## src/rtl/clk_gate_ctrl_pkg.sv

```systemverilog
// Shared types for the multi-channel clock-gating controller.
package clk_gate_ctrl_pkg;

    localparam int WCNT_W = 4;

    typedef logic [1:0] ch_state_t;

    typedef enum logic [1:0] {
        ST_OFF  = 2'd0,
        ST_WAKE = 2'd1,
        ST_ON   = 2'd2,
        ST_HOLD = 2'd3
    } ch_state_e;

endpackage

```

## src/rtl/clk_gate_cell.sv

```systemverilog
// Latch-based integrated clock gate: enable is captured while CLK is low,
// so GCLK can only start or stop on a CLK rising edge.
module clk_gate_cell (
    input  logic CLK,
    input  logic RN,
    input  logic EN,
    input  logic TE,
    output logic GCLK
);

    logic r_latch_q;

    always_latch begin
        if (!RN) begin
            r_latch_q <= 1'b0;
        end else if (!CLK) begin
            r_latch_q <= EN | TE;
        end
    end

    assign GCLK = CLK & r_latch_q;

endmodule

```

## src/rtl/clk_gate_ctrl_multi.sv

```systemverilog
// Multi-channel clock-gating controller: per-channel wake/hold FSM with
// REQ/ACK handshake, software force-on and a global test-enable override.
module clk_gate_ctrl_multi
    import clk_gate_ctrl_pkg::*;
#(
    parameter int NCH      = 4,
    parameter int CNT_W    = 8,
    parameter int WAKE_CYC = 2
) (
    input  logic             CLK,
    input  logic             RN,
    input  logic             TE,
    input  logic [NCH-1:0]   REQ,
    input  logic [NCH-1:0]   SW_EN,
    input  logic [CNT_W-1:0] IDLE_LIM,
    output logic [NCH-1:0]   GCLK,
    output logic [NCH-1:0]   ACK,
    output logic [NCH-1:0]   CH_ON
);

    localparam logic [WCNT_W-1:0] WAKE_LOAD = WCNT_W'(WAKE_CYC - 1);

    // First stage of the reset-release synchroniser; the FSM registers form
    // the second stage, so the first state update lands on the 2nd edge.
    logic r_rst_sync;
    logic w_run;

    always_ff @(posedge CLK or negedge RN) begin
        if (!RN) begin
            r_rst_sync <= 1'b0;
        end else begin
            r_rst_sync <= 1'b1;
        end
    end

    assign w_run = r_rst_sync;

    for (genvar gi = 0; gi < NCH; gi++) begin : g_ch
        ch_state_e          r_state;
        ch_state_e          w_state_nxt;
        logic [WCNT_W-1:0]  r_wcnt;
        logic [WCNT_W-1:0]  w_wcnt_nxt;
        logic [CNT_W-1:0]   r_hcnt;
        logic [CNT_W-1:0]   w_hcnt_nxt;
        logic               r_en;
        logic               r_ack;
        logic               w_want;

        assign w_want = REQ[gi] | SW_EN[gi];

        always_comb begin
            w_state_nxt = r_state;
            w_wcnt_nxt  = r_wcnt;
            w_hcnt_nxt  = r_hcnt;
            case (r_state)
                ST_OFF: begin
                    if (w_want) begin
                        w_state_nxt = ST_WAKE;
                        w_wcnt_nxt  = WAKE_LOAD;
                    end
                end
                // A dropped request cannot abort the wake-up window.
                ST_WAKE: begin
                    if (r_wcnt == '0) begin
                        w_state_nxt = ST_ON;
                    end else begin
                        w_wcnt_nxt = r_wcnt - 1'b1;
                    end
                end
                ST_ON: begin
                    if (!w_want) begin
                        if (IDLE_LIM == '0) begin
                            w_state_nxt = ST_OFF;
                        end else begin
                            w_state_nxt = ST_HOLD;
                            w_hcnt_nxt  = IDLE_LIM - 1'b1;
                        end
                    end
                end
                ST_HOLD: begin
                    if (w_want) begin
                        w_state_nxt = ST_ON;
                    end else if (r_hcnt == '0) begin
                        w_state_nxt = ST_OFF;
                    end else begin
                        w_hcnt_nxt = r_hcnt - 1'b1;
                    end
                end
                default: begin
                    w_state_nxt = ST_OFF;
                end
            endcase
        end

        always_ff @(posedge CLK or negedge RN) begin
            if (!RN) begin
                r_state <= ST_OFF;
                r_wcnt  <= '0;
                r_hcnt  <= '0;
                r_en    <= 1'b0;
                r_ack   <= 1'b0;
            end else if (w_run) begin
                r_state <= w_state_nxt;
                r_wcnt  <= w_wcnt_nxt;
                r_hcnt  <= w_hcnt_nxt;
                r_en    <= (w_state_nxt != ST_OFF);
                r_ack   <= (w_state_nxt == ST_ON) || (w_state_nxt == ST_HOLD);
            end
        end

        assign CH_ON[gi] = r_en;
        assign ACK[gi]   = r_ack;

        clk_gate_cell u_cell (
            .CLK  (CLK),
            .RN   (RN),
            .EN   (r_en),
            .TE   (TE),
            .GCLK (GCLK[gi])
        );
    end

endmodule

```

## config.mk

```make
export PLATFORM = sky130hd
export DESIGN_NAME = clk_gate_ctrl_multi
export DESIGN_NICKNAME = d
export VERILOG_FILES = /design/src/rtl/clk_gate_ctrl_pkg.sv /design/src/rtl/clk_gate_cell.sv /design/src/rtl/clk_gate_ctrl_multi.sv
export SDC_FILE = /design/constraint.sdc
export NUM_CORES = 1
export LEC_CHECK = 0
export CAP_MARGIN = 30
export CORE_ASPECT_RATIO = 0.7
export CORE_MARGIN = 2
export CORE_UTILIZATION = 47
export DETAILED_ROUTE_END_ITERATION = 12
export PLACE_DENSITY = 0.63
export REMOVE_ABC_BUFFERS = 1
export SLEW_MARGIN = 10
export SYNTH_ARGS = -nofsm -noshare
export SYNTH_HDL_FRONTEND = slang
export SYNTH_HIERARCHICAL = 1
export SYNTH_SLANG_ARGS = --single-unit
export TNS_END_PERCENT = 100
```

## constraint.sdc

```tcl
create_clock -name CLK -period 2.47 [get_ports CLK]
set_input_delay 0.6175 -clock CLK [delete_from_list [all_inputs] [get_ports CLK]]
set_output_delay 0.6175 -clock CLK [all_outputs]
set_load 0.02 [all_outputs]
```

==> flow_metrics.env <==
export IMPL_peakVddDrop_v=0.000482
export IMPL_hp_class="primary input to clock gate"
export IMPL_avgViaCountPerCell=5.54
export IMPL_yosys_warnings=6
export IMPL_globalplace_congestion=0.880
export IMPL_nFillCells=746
export IMPL_die_w_um=114
export IMPL_synthCells=473
export IMPL_clockPowerShare_pct=33.1
export IMPL_path_class="latch to primary output"
export IMPL_ant_nets=0
export IMPL_syn_cell_area_mm2=0.00398
export IMPL_ios=31
export IMPL_num_vias=3533
export IMPL_p_seq_share_pct=34.6
export IMPL_rows=28
export IMPL_worstPathMaxFanout=1
export IMPL_drt_initial_drc_count=232
export IMPL_hpwl_um=6810
export IMPL_antenna_cells=0
export IMPL_cellLeakagePower_nw=2.19
export IMPL_antenna_found_initial=0
export IMPL_violations="negative setup slack"
export IMPL_cellPowerDensity_mw_per_mm2=1110
export IMPL_drive_above_1_share_pct=13.9
export IMPL_synth_edf_count=0
export IMPL_first_global_vias=3297
export IMPL_finalHoldViolCount=0
export IMPL_internal_power_mw=3.46
export IMPL_ys_types=52
export IMPL_grt_util_all_layers_pct=22.5
export IMPL_port_buffers=30
export IMPL_endpoint_kind="primary output"
export IMPL_combPwrFrac_pct=32.3
export IMPL_final_nets=560
export IMPL_cp_start_kind="latch"
export IMPL_grt_max_degree=37
export IMPL_ys_async_sr_fraction_pct=93.9
export IMPL_die_h_um=81.0
export IMPL_drv_cap=0
export IMPL_drc=0
export IMPL_area_growth_pct=25.5
export IMPL_wirelength_um=9590
export IMPL_die_area_mm2=0.00923
export IMPL_p_sw_share_pct=37.5
export IMPL_yosys_most_used_dff="dfrtp_1"
export IMPL_post_drt_wl_per_cell_um=15.0
export IMPL_drt_pass1_iterations=4
export IMPL_fin_tns_setup_ps=-1050
export IMPL_p_sw_mw=2.08
export IMPL_grt_pass1_wl_um=15700
export IMPL_cts_tree="done"
export IMPL_final_setup_worst_slack_ps=-288
export IMPL_slew_limit_headroom_pct=52.4
export IMPL_crit_arrival_ps=2140
export IMPL_fin_worst_skew_ps=159
export IMPL_outcome="finished with violations"
export IMPL_seq_area_mm2=0.00161
export IMPL_multi_input_area_mm2=0.00212
export IMPL_start_util_pct=47.7
export IMPL_required_ps=1850
export IMPL_worstMarginPinSlew_ps=704
export IMPL_insertion_delay_ps=440
export IMPL_design_core_area_mm2=0.00834
export IMPL_cts_clk_slew_worst_paths_ps=50
export IMPL_finalSetupViolations=8
export IMPL_instances_no_fill=638
export IMPL_synth_seq_cells=66
export IMPL_synth_avg_cell_area_um2=8.42
export IMPL_place_inst=615
export IMPL_drv_slew=0
export IMPL_overflow=0
export IMPL_rsz0062_at_grt="true"
## sequential cells by signal, summed over array words and instances, names as in the netlist
| register | count |
|---|---|
| g_ch.u_cell/r_latch_q | 4 |
| g_ch.r_hcnt | 32 |
| g_ch.r_state | 7 |
| g_ch.r_wcnt | 16 |
| r_rst_sync | 1 |
| g_ch.r_ack | 2 |
| g_ch.r_en | 4 |
## layout by cell type, fill, tap and decap left out, types with 5 or more instances in the layout
cell | netlist | layout
nor3b_1 | 6 | 6
a211o_1 | 5 | 5
nor2_1 | 57 | 56
nor3_1 | 29 | 29
a21oi_1 | 37 | 37
inv_1 | 28 | 27
o21ai_1 | 11 | 12
nor4_1 | 9 | 9
o21ai_0 | 45 | 44
dfrtp_1 | 62 | 62
nand2_1 | 33 | 33
buf_4 | 11 | 33
nand2b_1 | 9 | 9
o22a_1 | 7 | 7
clkdlybuf4s50_1 | 0 | 25
o21a_1 | 6 | 6
or3_1 | 8 | 8
and3_1 | 5 | 5
clkbuf_16 | 0 | 13
a22oi_1 | 5 | 5
ha_1 | 13 | 13
xor2_1 | 10 | 10
a31oi_1 | 6 | 6
## cells in the mapped netlist, types with 4 or more instances
cell,instances,area share [%]
or3_1,8,1.3
a211oi_1,4,0.75
nor4_1,9,1.4
o21ai_1,11,1.4
and2_1,6,0.94
o22a_1,7,1.5
nor4bb_1,4,1.0
clkbuf_1,15,1.4
nor2_1,57,5.4
and3_1,5,0.79
xnor2_1,4,0.88
o21ai_0,45,5.7
nand3_1,4,0.50
nand2b_1,9,1.4
nor3b_1,6,1.1
ha_1,13,4.1
a211o_1,5,1.1
buf_4,11,2.1
nor3_1,29,3.6
inv_1,28,2.6
xor2_1,10,2.2
a22oi_1,5,0.94
dfrtp_1,62,39
a31oi_1,6,0.94
a21oi_1,37,4.7
o21a_1,6,1.1
nand2_1,33,3.1
dlxtp_1,4,1.5
## cells by family after synthesis
| kind of cell | synth area share (%) |
|---|---|
| muxes | 0.817 |
| and+or+nand+nor | 22.9 |
| AOI/OAI and AO/OA | 21.9 |
| latches | 1.51 |
| xor gates and xnor gates | 3.08 |
| DFF | 39.0 |
| buffers and inverters | 6.69 |
| adders and majority gates | 4.09 |
| other | 0.0942 |
## power by group through the flow
stage               combinational, mW  sequential (mW)  clock (mW)
floorplan                        1.19             1.85      0.0819
global placement                 1.73             1.91       0.142
detailed placement               1.77             1.92       0.142
CTS                              1.79             1.91        1.87
global route                     2.05             1.98        1.93
finish                           1.79             1.91        1.83
## critical path: stages, from the launching register on
cell	delay, ps
dlxtp_1	330
and2_4	140
buf_6	110
## routing by layer
metal	GRT usage [%]	share of wire [%]	up-vias
li1	-	-	1773
met1	30.6	50	1665
met2	32.9	43	83
met3	7.76	5.3	12
met4	9.39	1.4	0
met5	0	0	-
## timing repair
action	in CTS	in global routing
setup buffers	1	0
hold buffers	2	0
pin swaps	2	4
hold endpoints to repair	4	0
gates resized for setup	29	3
endpoints found under the setup margin	13	17
## final timing paths
kind	from	to	depth (start not counted)	slack, ps
setup / recovery	g_ch[3].u_cell/r_latch_q$_DLATCH_P_	GCLK[3]	2	-290
max in group asynchronous	RN	g_ch[0].r_hcnt[0]$_DFFE_PN0P_	4	770
min in group asynchronous	RN	g_ch[1].r_wcnt[2]$_DFFE_PN0P_	3	870
max in group gated	RN	clock gate	4	430
hold reg to reg	g_ch[1].r_hcnt[5]$_DFFE_PN0P_	g_ch[1].r_hcnt[5]$_DFFE_PN0P_	2	500
hold / removal	RN	clock gate	3	400
min in group CLK	g_ch[1].r_hcnt[5]$_DFFE_PN0P_	g_ch[1].r_hcnt[5]$_DFFE_PN0P_	2	500
setup reg to reg	g_ch[3].r_wcnt[0]$_DFFE_PN0P_	g_ch[3].r_wcnt[3]$_DFFE_PN0P_	7	460
## layout make-up
type	instances	share of cell area, %
clock inverter	4	0.902
sequential	66	32.3
tap	105	2.63
multi-input combinational	351	42.4
clock buffer	20	8.04
inverter	28	2.10
timing repair buffer	64	11.7
## through the flow
stage	setup WS (ps)	power (mW)	util (%)	area [um^2]	hold slack [ps]
2_1_floorplan	-42.4	3.12	-	3820	-618
3_3_place_gp	-461	3.78	54.5	4550	-474
3_5_place_dp	-505	3.83	54.5	4550	-476
4_1_cts	-269	5.57	59.9	4990	392
5_1_grt	-321	5.96	59.9	5000	414
6_report	-288	5.53	59.9	5000	402
No activity file was read; power rests on OpenSTA's default activity.
